`src/rtl/mac_tile_mw.sv`:
```
// Weight-stationary MAC tile with NW stored weight contexts and zero-gating.
// Ports: clk/reset, west in_w/inst_w/ctx_w, north in_n, east out_e/inst_e/ctx_e, south out_s/out_s_valid, gate_cnt.
module mac_tile_mw #(
    parameter int BW      = 4,
    parameter int PSUM_BW = 16,
    parameter int NW      = 4,
    parameter int GCNT_BW = 16,
    localparam int CTX_BW = (NW > 1) ? $clog2(NW) : 1
) (
    input  logic               clk,
    input  logic               reset,
    input  logic [BW-1:0]      in_w,
    input  logic [2:0]         inst_w,
    input  logic [CTX_BW-1:0]  ctx_w,
    input  logic [PSUM_BW-1:0] in_n,
    output logic [BW-1:0]      out_e,
    output logic [2:0]         inst_e,
    output logic [CTX_BW-1:0]  ctx_e,
    output logic [PSUM_BW-1:0] out_s,
    output logic               out_s_valid,
    output logic [GCNT_BW-1:0] gate_cnt
);

    localparam int WCNT_BW = $clog2(NW + 1);

    logic signed [BW-1:0] wbank_q [NW];
    logic signed [BW-1:0] wbank_d [NW];
    logic [WCNT_BW-1:0]   wcnt_q, wcnt_d;
    logic [BW-1:0]        out_e_q, out_e_d;
    logic [2:0]           inst_e_q, inst_e_d;
    logic [CTX_BW-1:0]    ctx_e_q;
    logic [PSUM_BW-1:0]   out_s_q, out_s_d;
    logic                 valid_q;
    logic [GCNT_BW-1:0]   gate_q, gate_d;

    logic signed [BW-1:0]      wsel;
    logic                      ctx_ok;
    logic                      full;
    logic signed [PSUM_BW-1:0] prod;

    always_comb begin
        wsel   = '0;
        ctx_ok = 1'b0;
        for (int i = 0; i < NW; i++) begin
            if (ctx_w == CTX_BW'(i)) begin
                wsel   = wbank_q[i];
                ctx_ok = 1'b1;
            end
        end

        full = (wcnt_q == WCNT_BW'(NW));

        // Weight capture; reload-arm rewinds the pointer and wins over load.
        wbank_d = wbank_q;
        wcnt_d  = wcnt_q;
        if (inst_w[2]) begin
            wcnt_d = '0;
        end else if (inst_w[0] && !full) begin
            for (int i = 0; i < NW; i++) begin
                if (wcnt_q == WCNT_BW'(i)) begin
                    wbank_d[i] = in_w;
                end
            end
            wcnt_d = wcnt_q + WCNT_BW'(1);
        end

        // Activation is unsigned: zero-extend before the signed multiply.
        prod = PSUM_BW'($signed({1'b0, in_w})) * PSUM_BW'(wsel);

        out_s_d = out_s_q;
        gate_d  = gate_q;
        if (inst_w[1]) begin
            if (in_w == '0) begin
                out_s_d = in_n;
                if (gate_q != '1) begin
                    gate_d = gate_q + GCNT_BW'(1);
                end
            end else if (ctx_ok) begin
                out_s_d = in_n + prod;
            end else begin
                out_s_d = in_n;
            end
        end

        out_e_d  = (inst_w[0] | inst_w[1]) ? in_w : out_e_q;
        inst_e_d = {inst_w[2], inst_w[1], inst_w[0] & full};
    end

    always_ff @(posedge clk) begin
        if (reset) begin
            for (int i = 0; i < NW; i++) begin
                wbank_q[i] <= '0;
            end
            wcnt_q   <= '0;
            out_e_q  <= '0;
            inst_e_q <= '0;
            ctx_e_q  <= '0;
            out_s_q  <= '0;
            valid_q  <= 1'b0;
            gate_q   <= '0;
        end else begin
            for (int i = 0; i < NW; i++) begin
                wbank_q[i] <= wbank_d[i];
            end
            wcnt_q   <= wcnt_d;
            out_e_q  <= out_e_d;
            inst_e_q <= inst_e_d;
            ctx_e_q  <= ctx_w;
            out_s_q  <= out_s_d;
            valid_q  <= inst_w[1];
            gate_q   <= gate_d;
        end
    end

    assign out_e       = out_e_q;
    assign inst_e      = inst_e_q;
    assign ctx_e       = ctx_e_q;
    assign out_s       = out_s_q;
    assign out_s_valid = valid_q;
    assign gate_cnt    = gate_q;

endmodule

```
`config.mk`:
```
export PLATFORM = sky130hd
export DESIGN_NAME = mac_tile_mw
export DESIGN_NICKNAME = d
export VERILOG_FILES = /design/src/rtl/mac_tile_mw.sv
export SDC_FILE = /design/constraint.sdc
export NUM_CORES = 1
export LEC_CHECK = 0
export ABC_AREA = 1
export CORE_ASPECT_RATIO = 0.7
export CORE_UTILIZATION = 50
export DETAILED_ROUTE_END_ITERATION = 16
export PLACE_DENSITY = 0.8
export SLEW_MARGIN = 10
export SYNTH_ARGS = -nofsm -noshare
export SYNTH_HDL_FRONTEND = slang
export SYNTH_SLANG_ARGS = --single-unit
```
`constraint.sdc`:
```
create_clock -name clk -period 11.45 [get_ports clk]
set_input_delay 2.29 -clock clk [delete_from_list [all_inputs] [get_ports clk]]
set_output_delay 2.29 -clock clk [all_outputs]
set_load 0.1 [all_outputs]
```
# ---- Yosys cells after proc, flatten, opt, wreduce, memory -nomap -nowiden
# Cells that the tools add are included.
dict set report word_totals {
  regBits 61
  word_cells 47
  out_inout_bits 42
}
dict set report op_classes {
  n_reduce_logical 11
  n_mul 1
  n_bitwise 3
  n_addsub 3
  n_eq_ne 8
  muxes 10
}
# operator n
set op_table {}
lappend op_table {{$mux 16} 2}
lappend op_table {{$add 16x1->16 const B} 1}
lappend op_table {{$add 16x16->16} 1}
lappend op_table {{$mux 4} 4}
lappend op_table {{$ne 16x16->1 const B} 1}
lappend op_table {{$reduce_and 3->1} 5}
lappend op_table {{$mul 5x4->9} 1}
lappend op_table {{$eq 3x2->1 const B} 2}
lappend op_table {{$eq 2x2->1 const B} 2}
lappend op_table {{$logic_not 4->1} 1}
lappend op_table {{$mux 1} 4}
lappend op_table {{$add 3x1->3 const B} 1}
lappend op_table {{$eq 3x1->1 const B} 1}
lappend op_table {{$eq 3x3->1 const B} 1}
lappend op_table {{$logic_not 3->1} 1}
lappend op_table {{$eq 2x1->1 const B} 1}
lappend op_table {{$logic_not 2->1} 1}
lappend op_table {{$reduce_or 2->1} 1}
lappend op_table {{$and 1x1->1} 1}
lappend op_table {{$logic_and 1x1->1} 1}
lappend op_table {{$logic_not 1->1} 1}
lappend op_table {{$not 1->1} 1}
lappend op_table {{$or 1x1->1} 1}

# ---- Longest topological paths before layout
# Gate-level depths: netlist (run 1).
dict set report depth {
  word_depth 9
  depth_mapped 33
}

# ---- Worst setup path before layout (run 1)
# Ideal clock, no wire load.
dict set report synth_path {
  path_type {input -> register}
  start {input port ctx_w[1]}
  end {register out_s_q[12], in the netlist out_s[12]}
  required_ps 11316
  n_path_buf 0
  setup_ps 134
  arrival_time_ps 6432
  setup_slack_ps 4885
  path_stages 27
  cell_sequence {inv_1 -> nor2_1 -> inv_1 -> o211ai_1 -> o21ai_0 -> o21ai_1 -> nand2_1 -> fa_1 -> fa_1 -> fa_1 -> inv_1 -> ha_1 -> inv_1 -> fa_1 -> o21ai_0 -> a21oi_1 -> xnor2_1 -> ha_1 -> a21o_1 -> nor2_1 -> nand2_1 -> nand2_1 -> nand2_1 -> nand2_1 -> nand2_1 -> o21bai_1 -> a21oi_1}
}
dict set report synth_via {
  elab_chain_len 9
  word_cells_on_any_way 16
  classes_between {add/sub (1); mul (1); eq/ne (3); mux (10); reduce/logical (1)}
}
# element line_no
set synth_lines {}
lappend synth_lines {{start: declaration} 14} ;# input logic [CTX_BW-1:0] ctx_w,
lappend synth_lines {{$logic_not 2->1} 45} ;# if (ctx_w == CTX_BW'(i)) begin
lappend synth_lines {{$mux 4 (4 in series)} 45}
lappend synth_lines {{$mul 5x4->9} 68} ;# prod = PSUM_BW'($signed({1'b0, in_w})) * PSUM_BW'(wsel);
lappend synth_lines {{$add 16x16->16} 79} ;# out_s_d = in_n + prod;
lappend synth_lines {{$mux 16 (*)} 78} ;# end else if (ctx_ok) begin
lappend synth_lines {{$mux 16 (*)} 73} ;# if (in_w == '0) begin
lappend synth_lines {{end signal: assignment} 109} ;# out_s_q <= out_s_d;
lappend synth_lines {{end: declaration} 32} ;# logic [PSUM_BW-1:0] out_s_q, out_s_d;
# Mark *: on every way between the ends. The rest lies on a longest branch, timed or not.
# A chain may end at the register's enable or synchronous reset.

# ---- Worst setup path after layout (run 1)
dict set report layout_path {
  start {input port ctx_w[0]}
  end {register out_s_q[14], in the netlist out_s[14]}
}
# The elaborated chain is that of the path after synthesis.

==> results of run 1 <==
==> where the power goes <==
part / switching [W] / total, W / internal (W)
logic: 0.000138 / 0.000199 / 0.0000608
clock network: 0.0000921 / 0.000269 / 0.000177
registers: 0.00000526 / 0.000225 / 0.000219
total: 0.000235 / 0.000693 / 0.000457
==> worst register-to-register path, delay by kind of cell, from the launching register on <==
kind | cells | cell delay (ns)
flip-flops | 1 | 0.33
AND/OR/NAND/NOR | 7 | 0.52
adder cells (fa/ha/maj) | 6 | 2.34
buffers and inverters | 2 | 0.14
XOR/XNOR | 1 | 0.22
AO/OA/AOI/OAI | 7 | 1.20
==> layer usage <==
layer	up-vias	share of wire (%)
li1	2057	-
met1	1863	47
met2	146	45
met3	18	7.2
met4	0	1.6
met5	-	0
==> worst max-delay path by stage <==
| stage | slack (ns) | startpoint | cells past startpoint | endpoint |
|---|---|---|---|---|
| 2_1_floorplan | 4.88 | ctx_w[1] | 27 | out_s[12]$_SDFFE_PP0P_ |
| 3_3_place_gp | 4.05 | ctx_w[0] | 28 | out_s[14]$_SDFFE_PP0P_ |
| 3_5_place_dp | 3.82 | ctx_w[0] | 28 | out_s[14]$_SDFFE_PP0P_ |
| 4_1_cts | 4.14 | ctx_w[0] | 28 | out_s[14]$_SDFFE_PP0P_ |
| 5_1_grt | 3.67 | ctx_w[0] | 27 | out_s[12]$_SDFFE_PP0P_ |
| 6_report | 4.07 | ctx_w[0] | 28 | out_s[14]$_SDFFE_PP0P_ |
==> cell families after synthesis <==
group | synth area share [%]
xor+xnor | 3.02
fa+ha+maj | 15.0
buf+inv | 9.55
simple gates | 26.5
compound gates | 16.4
flops | 29.6
==> registers in the layout (all words and copies together) (netlist names) <==
signal / count
out_e: 4
inst_e: 3
wbank_q: 16
gate_cnt: 16
wcnt_q: 3
ctx_e: 2
out_s: 16
==> area by class of cell <==
| type | instances | area, um^2 |
|---|---|---|
| Clock buffer | 12 | 256 |
| Clock inverter | 2 | 35.0 |
| Fill cell | 711 | 2770 |
| Inverter | 87 | 327 |
| Multi-Input combinational cell | 430 | 2470 |
| Sequential cell | 60 | 1200 |
| Tap cell | 101 | 126 |
| Timing Repair Buffer | 69 | 688 |
==> cell usage in the layout (no fill, tap or decap), types with 2 or more instances in the layout <==
| cell | instances |
|---|---|
| a31oi_1 | 2 |
| o21bai_1 | 4 |
| dfxtp_1 | 60 |
| ha_1 | 39 |
| nand3_2 | 2 |
| o21ai_1 | 8 |
| a221oi_1 | 2 |
| nand2_1 | 134 |
| clkbuf_16 | 9 |
| inv_2 | 7 |
| or2_2 | 3 |
| o21ai_0 | 34 |
| inv_1 | 80 |
| nor3_1 | 8 |
| nor3_2 | 2 |
| clkbuf_8 | 2 |
| xnor2_1 | 9 |
| a21oi_1 | 60 |
| o21a_1 | 2 |
| and2_1 | 2 |
| a21o_1 | 2 |
| nor2_1 | 52 |
| fa_1 | 6 |
| nand3_1 | 37 |
| xor2_1 | 5 |
| o211ai_1 | 6 |
| nor4_1 | 3 |
| clkdlybuf4s50_1 | 68 |
==> per-stage QoR <==
stage | power (W) | hold slack [ns]
after detailed placement | 0.000425 | 0.448
after global placement | 0.000421 | 0.448
final | 0.000693 | 0.459
after global routing | 0.000724 | 0.474
after floorplan | 0.000374 | 0.430
after CTS | 0.000696 | 0.455
==> impl_metrics.env, run 1 <==
export IMPL_use_met2_pct=40.0
export IMPL_netlist_area_leader_share_pct=29.6
export IMPL_drt_drc_violations_left=0
export IMPL_setup_tns_ns=0
export IMPL_cts_tree="built"
export IMPL_tightest_slew_ns=1.02
export IMPL_synth_area_leader_cell="dfxtp_1"
export IMPL_cap_viol_max_count=0
export IMPL_routed_via_density=5.37
export IMPL_wire_per_inst_um=13.8
export IMPL_leakagePower_nw=2.32
export IMPL_status="completed"
export IMPL_ir_drop_mv=0.0911
export IMPL_finalNetCount=729
export IMPL_fin_crit_ns=7.38
export IMPL_finalCritPeriodShare_pct=64.5
export IMPL_r2r_cells=23
export IMPL_grt_pass1_vias=3695
export IMPL_synth_flop_cell="dfxtp_1"
export IMPL_slew_viol_final=0
export IMPL_grt_use_met1_pct=35.5
export IMPL_hold_viol=0
export IMPL_async_flop_share_pct=0
export IMPL_cp_top_family="adder cells"
export IMPL_final_area_um2=5100
export IMPL_fmax_mhz=135
export IMPL_cp_required_ns=11.65
export IMPL_drive_above_1_share_pct=5.00
export IMPL_arrival_ns=7.58
export IMPL_synth_seq_cells=60
export IMPL_ys_top_cells_by_area="dfxtp_1 30%, nand2_1 12%, ha_1 12%, a21oi_1 7.4%, inv_1 7.4%"
export IMPL_critPathMaxStageDelay_ns=0.57
export IMPL_synthCells=590
export IMPL_dieArea_um2=8490
export IMPL_cpMostUsedCell="nand2_1"
export IMPL_drt_initial_drc_count=325
export IMPL_ctsRootBufferMaster="clkbuf_16"
export IMPL_dp_cells=747
export IMPL_drt_total_wl_um=10500
export IMPL_antenna_found_initial=0
export IMPL_relSlewSlack_pct=31.6
export IMPL_htreeDepth=3
export IMPL_synth_common_cells="134 x nand2_1, 80 x inv_1, 60 x a21oi_1, 60 x dfxtp_1, 52 x nor2_1"
export IMPL_slowest_stage="fa_1"
export IMPL_seq_area_frac_synth_pct=29.6
export IMPL_r2r_end="out_s[14]$_SDFFE_PP0P_"
export IMPL_die_w_um=110
export IMPL_syn_num_nets=662
export IMPL_cts_setup_buffers=0
export IMPL_timing_reg2reg_setup_slack_ns=6.59
export IMPL_min_to="wbank_q[1]$_SDFFE_PP0P_"
export IMPL_cp_num_buf_inv=4
export IMPL_end_kind="flop"
export IMPL_met3_usage_pct=6.47
export IMPL_worst_slack_ns=4.07
export IMPL_core_um2=7870
export IMPL_via_count=4084
export IMPL_gr_total_overflow=0
export IMPL_final_util_pct=64.9
export IMPL_final_cells=761
export IMPL_critPathMaxFanout=5
export IMPL_hold_depth=2
export IMPL_hp_start="wbank_q[1]$_SDFFE_PP0P_"
export IMPL_synth_most_common_cell="nand2_1"
export IMPL_portBuffers=68
export IMPL_setup_viol_count_final=0
export IMPL_min_path_type="flop to flop"
export IMPL_clock_sinks=60
export IMPL_path_class="input port to flop"
export IMPL_num_io_pins=69
export IMPL_syn_area_um2=4060
export IMPL_grt_usage_pct=26.1
export IMPL_yosys_warnings=0
export IMPL_cts_buffers=9
export IMPL_avgSynthCellArea_um2=6.88
export IMPL_clk_latency_ns=0.33
export IMPL_r2r_start="wbank_q[14]$_SDFFE_PP0P_"
export IMPL_cts_buffer_depth=2
export IMPL_grt_max_degree=33
export IMPL_die_height_um=77.4
export IMPL_finClkSkew_ns=0.00629
export IMPL_grt_busiest_layer="met2"
export IMPL_path_clk_slew_ns=0.05
export IMPL_areaGrowthSynthToFinish_pct=25.7
export IMPL_synth_edf_count=0
export IMPL_post_place_ws_ns=3.82
export IMPL_netlist_cell_type_count=38
export IMPL_postCtsResizedCells=0
export IMPL_rows=27
export IMPL_gp_congestion=0.937
export IMPL_final_antenna_net_count=0
export IMPL_startpoint_type="input port"
export IMPL_antenna_cells=0
export IMPL_hold_buffers=0
export IMPL_place_hpwl_um=7790
export IMPL_drt_pass1_iterations=5
export IMPL_rsz0062_at_grt="false"
export IMPL_power_density_nw_per_um2=136
export IMPL_start_util_pct=51.6
export IMPL_place_area_um2=4810
export IMPL_grt_pass1_wl_um=17000
Note: power is estimated with default switching activity, not from simulation.
==> run 2, diff against run 1 <==
==> constraint.sdc (replaced) <==
create_clock -name clk -period 7.45 [get_ports clk]
set_input_delay 1.49 -clock clk [delete_from_list [all_inputs] [get_ports clk]]
set_output_delay 1.49 -clock clk [all_outputs]
set_load 0.1 [all_outputs]
==> impl_metrics.env, run 2 (synthesis gave the netlist of run 1 again) <==
export IMPL_final_common_cell="nand2_1"
export IMPL_fin_crit_ns=6.57
export IMPL_clock_power_share_pct=37.1
export IMPL_antenna_cells=0
export IMPL_relSlewSlack_pct=31.8
export IMPL_finalCritPeriodShare_pct=88.2
export IMPL_cts_buffer_depth=2
export IMPL_hold_viol=0
export IMPL_drt_drc_violations_left=0
export IMPL_grt_pass1_wl_um=17100
export IMPL_die_height_um=77.4
export IMPL_portBuffers=68
export IMPL_setup_tns_ns=0
export IMPL_setup_viol_count_final=0
export IMPL_cts_buffers=9
export IMPL_ir_drop_mv=0.156
export IMPL_areaGrowthSynthToFinish_pct=25.4
export IMPL_final_cell_mix="134 x nand2_1, 80 x inv_1, 68 x clkdlybuf4s50_1, 60 x a21oi_1, 60 x dfxtp_1"
export IMPL_cts_tree="built"
export IMPL_rows=27
export IMPL_whs_ns=0.459
export IMPL_drt_pass1_iterations=6
export IMPL_grt_max_degree=33
export IMPL_final_util_pct=64.7
export IMPL_final_antenna_net_count=0
export IMPL_min_path_type="flop to flop"
export IMPL_endpoint="out_s[14]$_SDFFE_PP0P_"
export IMPL_drt_total_wl_um=10400
export IMPL_wire_per_inst_um=13.6
export IMPL_gr_total_overflow=0
export IMPL_p_seq_share_pct=33.3
export IMPL_hp_start="wbank_q[1]$_SDFFE_PP0P_"
export IMPL_status="completed"
export IMPL_leakagePower_nw=2.31
export IMPL_startpoint_type="input port"
export IMPL_postCtsResizedCells=0
export IMPL_r2r_cells=25
export IMPL_rsz0062_at_grt="false"
export IMPL_sw_frac_of_total_pct=35.3
export IMPL_pwr_share_comb_pct=29.6
export IMPL_arrival_ns=6.76
export IMPL_grt_usage_pct=25.6
export IMPL_start_util_pct=51.6
export IMPL_via_count=4133
export IMPL_cp_required_ns=7.64
export IMPL_tightest_slew_ns=1.02
export IMPL_drt_initial_drc_count=262
export IMPL_finalNetCount=729
export IMPL_end_kind="flop"
export IMPL_clk_latency_ns=0.32
export IMPL_power_switching_w=0.000365
export IMPL_drive_above_1_share_pct=5.30
export IMPL_hold_buffers=0
export IMPL_path_class="input port to flop"
export IMPL_cts_setup_buffers=0
export IMPL_power_internal_w=0.000670
export IMPL_power_density_nw_per_um2=203
export IMPL_ctsRootBufferMaster="clkbuf_16"
export IMPL_r2r_start="wbank_q[13]$_SDFFE_PP0P_"
export IMPL_slew_viol_final=0
export IMPL_setup_worst_path_start="ctx_w[0]"
export IMPL_clock_sinks=60
export IMPL_dieArea_um2=8490
export IMPL_antenna_found_initial=0
export IMPL_core_um2=7870
export IMPL_cap_viol_max_count=0
export IMPL_place_hpwl_um=7710
export IMPL_htreeDepth=3
export IMPL_totalPowerFinal_w=0.00104
export IMPL_gp_congestion=0.936
export IMPL_routed_via_density=5.42
export IMPL_die_w_um=110
export IMPL_num_io_pins=69
export IMPL_critPathMaxFanout=5
export IMPL_finClkSkew_ns=0.00787
export IMPL_grt_pass1_vias=3675
export IMPL_fmax_mhz=152
export IMPL_path_clk_slew_ns=0.05
export IMPL_r2r_end="out_s[14]$_SDFFE_PP0P_"
export IMPL_timing_reg2reg_setup_slack_ns=2.60
run 2: cell types whose count changed in the layout (fill, tap and decap cells not counted), sizes merged:
cell      change
clkinvlp      +2
bufinv        -1
clkbuf        -1
clkinv        +1
run 2: how the worst min path moves through the flow:
stage	endpoint	slack, ns	depth (start not counted)
after floorplan	wbank_q[2]$_SDFFE_PP0P_	0.43	2
after global placement	wbank_q[1]$_SDFFE_PP0P_	0.45	2
after detailed placement	wbank_q[12]$_SDFFE_PP0P_	0.45	2
after CTS	wbank_q[12]$_SDFFE_PP0P_	0.46	2
after global routing	wbank_q[2]$_SDFFE_PP0P_	0.48	2
final	wbank_q[1]$_SDFFE_PP0P_	0.46	2
run 2: layout make-up:
cell class	count	area (um^2)
inverters	87	327
well taps	101	126
flip-flops and latches	60	1200
clock buffers	11	253
multi-input cells	430	2470
fillers	723	2780
clock inverters	4	25.0
repair buffers	69	688
run 2: power groups by stage:
| stage | Combinational [W] | Clock (W) | Sequential, W |
|---|---|---|---|
| after global routing | 0.000330 | 0.000407 | 0.000347 |
| after global placement | 0.000296 | 0 | 0.000351 |
| after detailed placement | 0.000301 | 0 | 0.000351 |
| after floorplan | 0.000134 | 0 | 0.000441 |
| final | 0.000306 | 0.000384 | 0.000345 |
| after CTS | 0.000303 | 0.000390 | 0.000345 |
run 2: per-layer routing:
metal | part of all wire [%] | wire, um | track usage (%) | vias to the layer above
li1 | - | - | - | 2058
met1 | 47 | 4870 | 35.9 | 1886
met2 | 45 | 4670 | 39.8 | 171
met3 | 7.0 | 727 | 4.79 | 18
met4 | 1.3 | 131 | 7.60 | 0
met5 | 0 | 0 | 0 | -
run 2: per-stage QoR:
| stage | instances | setup slack, ns | instance area [um^2] |
|---|---|---|---|
| 3_5_place_dp | 747 | 0.604 | 4810 |
| 3_3_place_gp | 747 | 0.846 | 4810 |
| 6_report | 762 | 0.883 | 5090 |
| 4_1_cts | 762 | 0.928 | 5090 |
| 2_1_floorplan | 590 | 1.68 | 4060 |
| 5_1_grt | 762 | 0.473 | 5090 |
run 2: critical path, stage by stage:
cell and delay (ns):
clkdlybuf4s50_1 0.55, inv_1 0.10, nor2_1 0.21, nand2_1 0.09, o211ai_1 0.08, o21ai_0 0.10, o21ai_1 0.16, nand2_1 0.11
fa_1 0.47, fa_1 0.57, fa_1 0.42, inv_1 0.07, ha_1 0.17, inv_1 0.07, fa_1 0.39, o21ai_0 0.18
a21oi_1 0.10, xnor2_1 0.23, ha_1 0.34, a21o_1 0.22, nand2_1 0.06, nand2_1 0.08, a21oi_1 0.19, nand2_1 0.07
nand2_1 0.06, nand3_1 0.06, nand2_1 0.07, a21oi_1 0.05
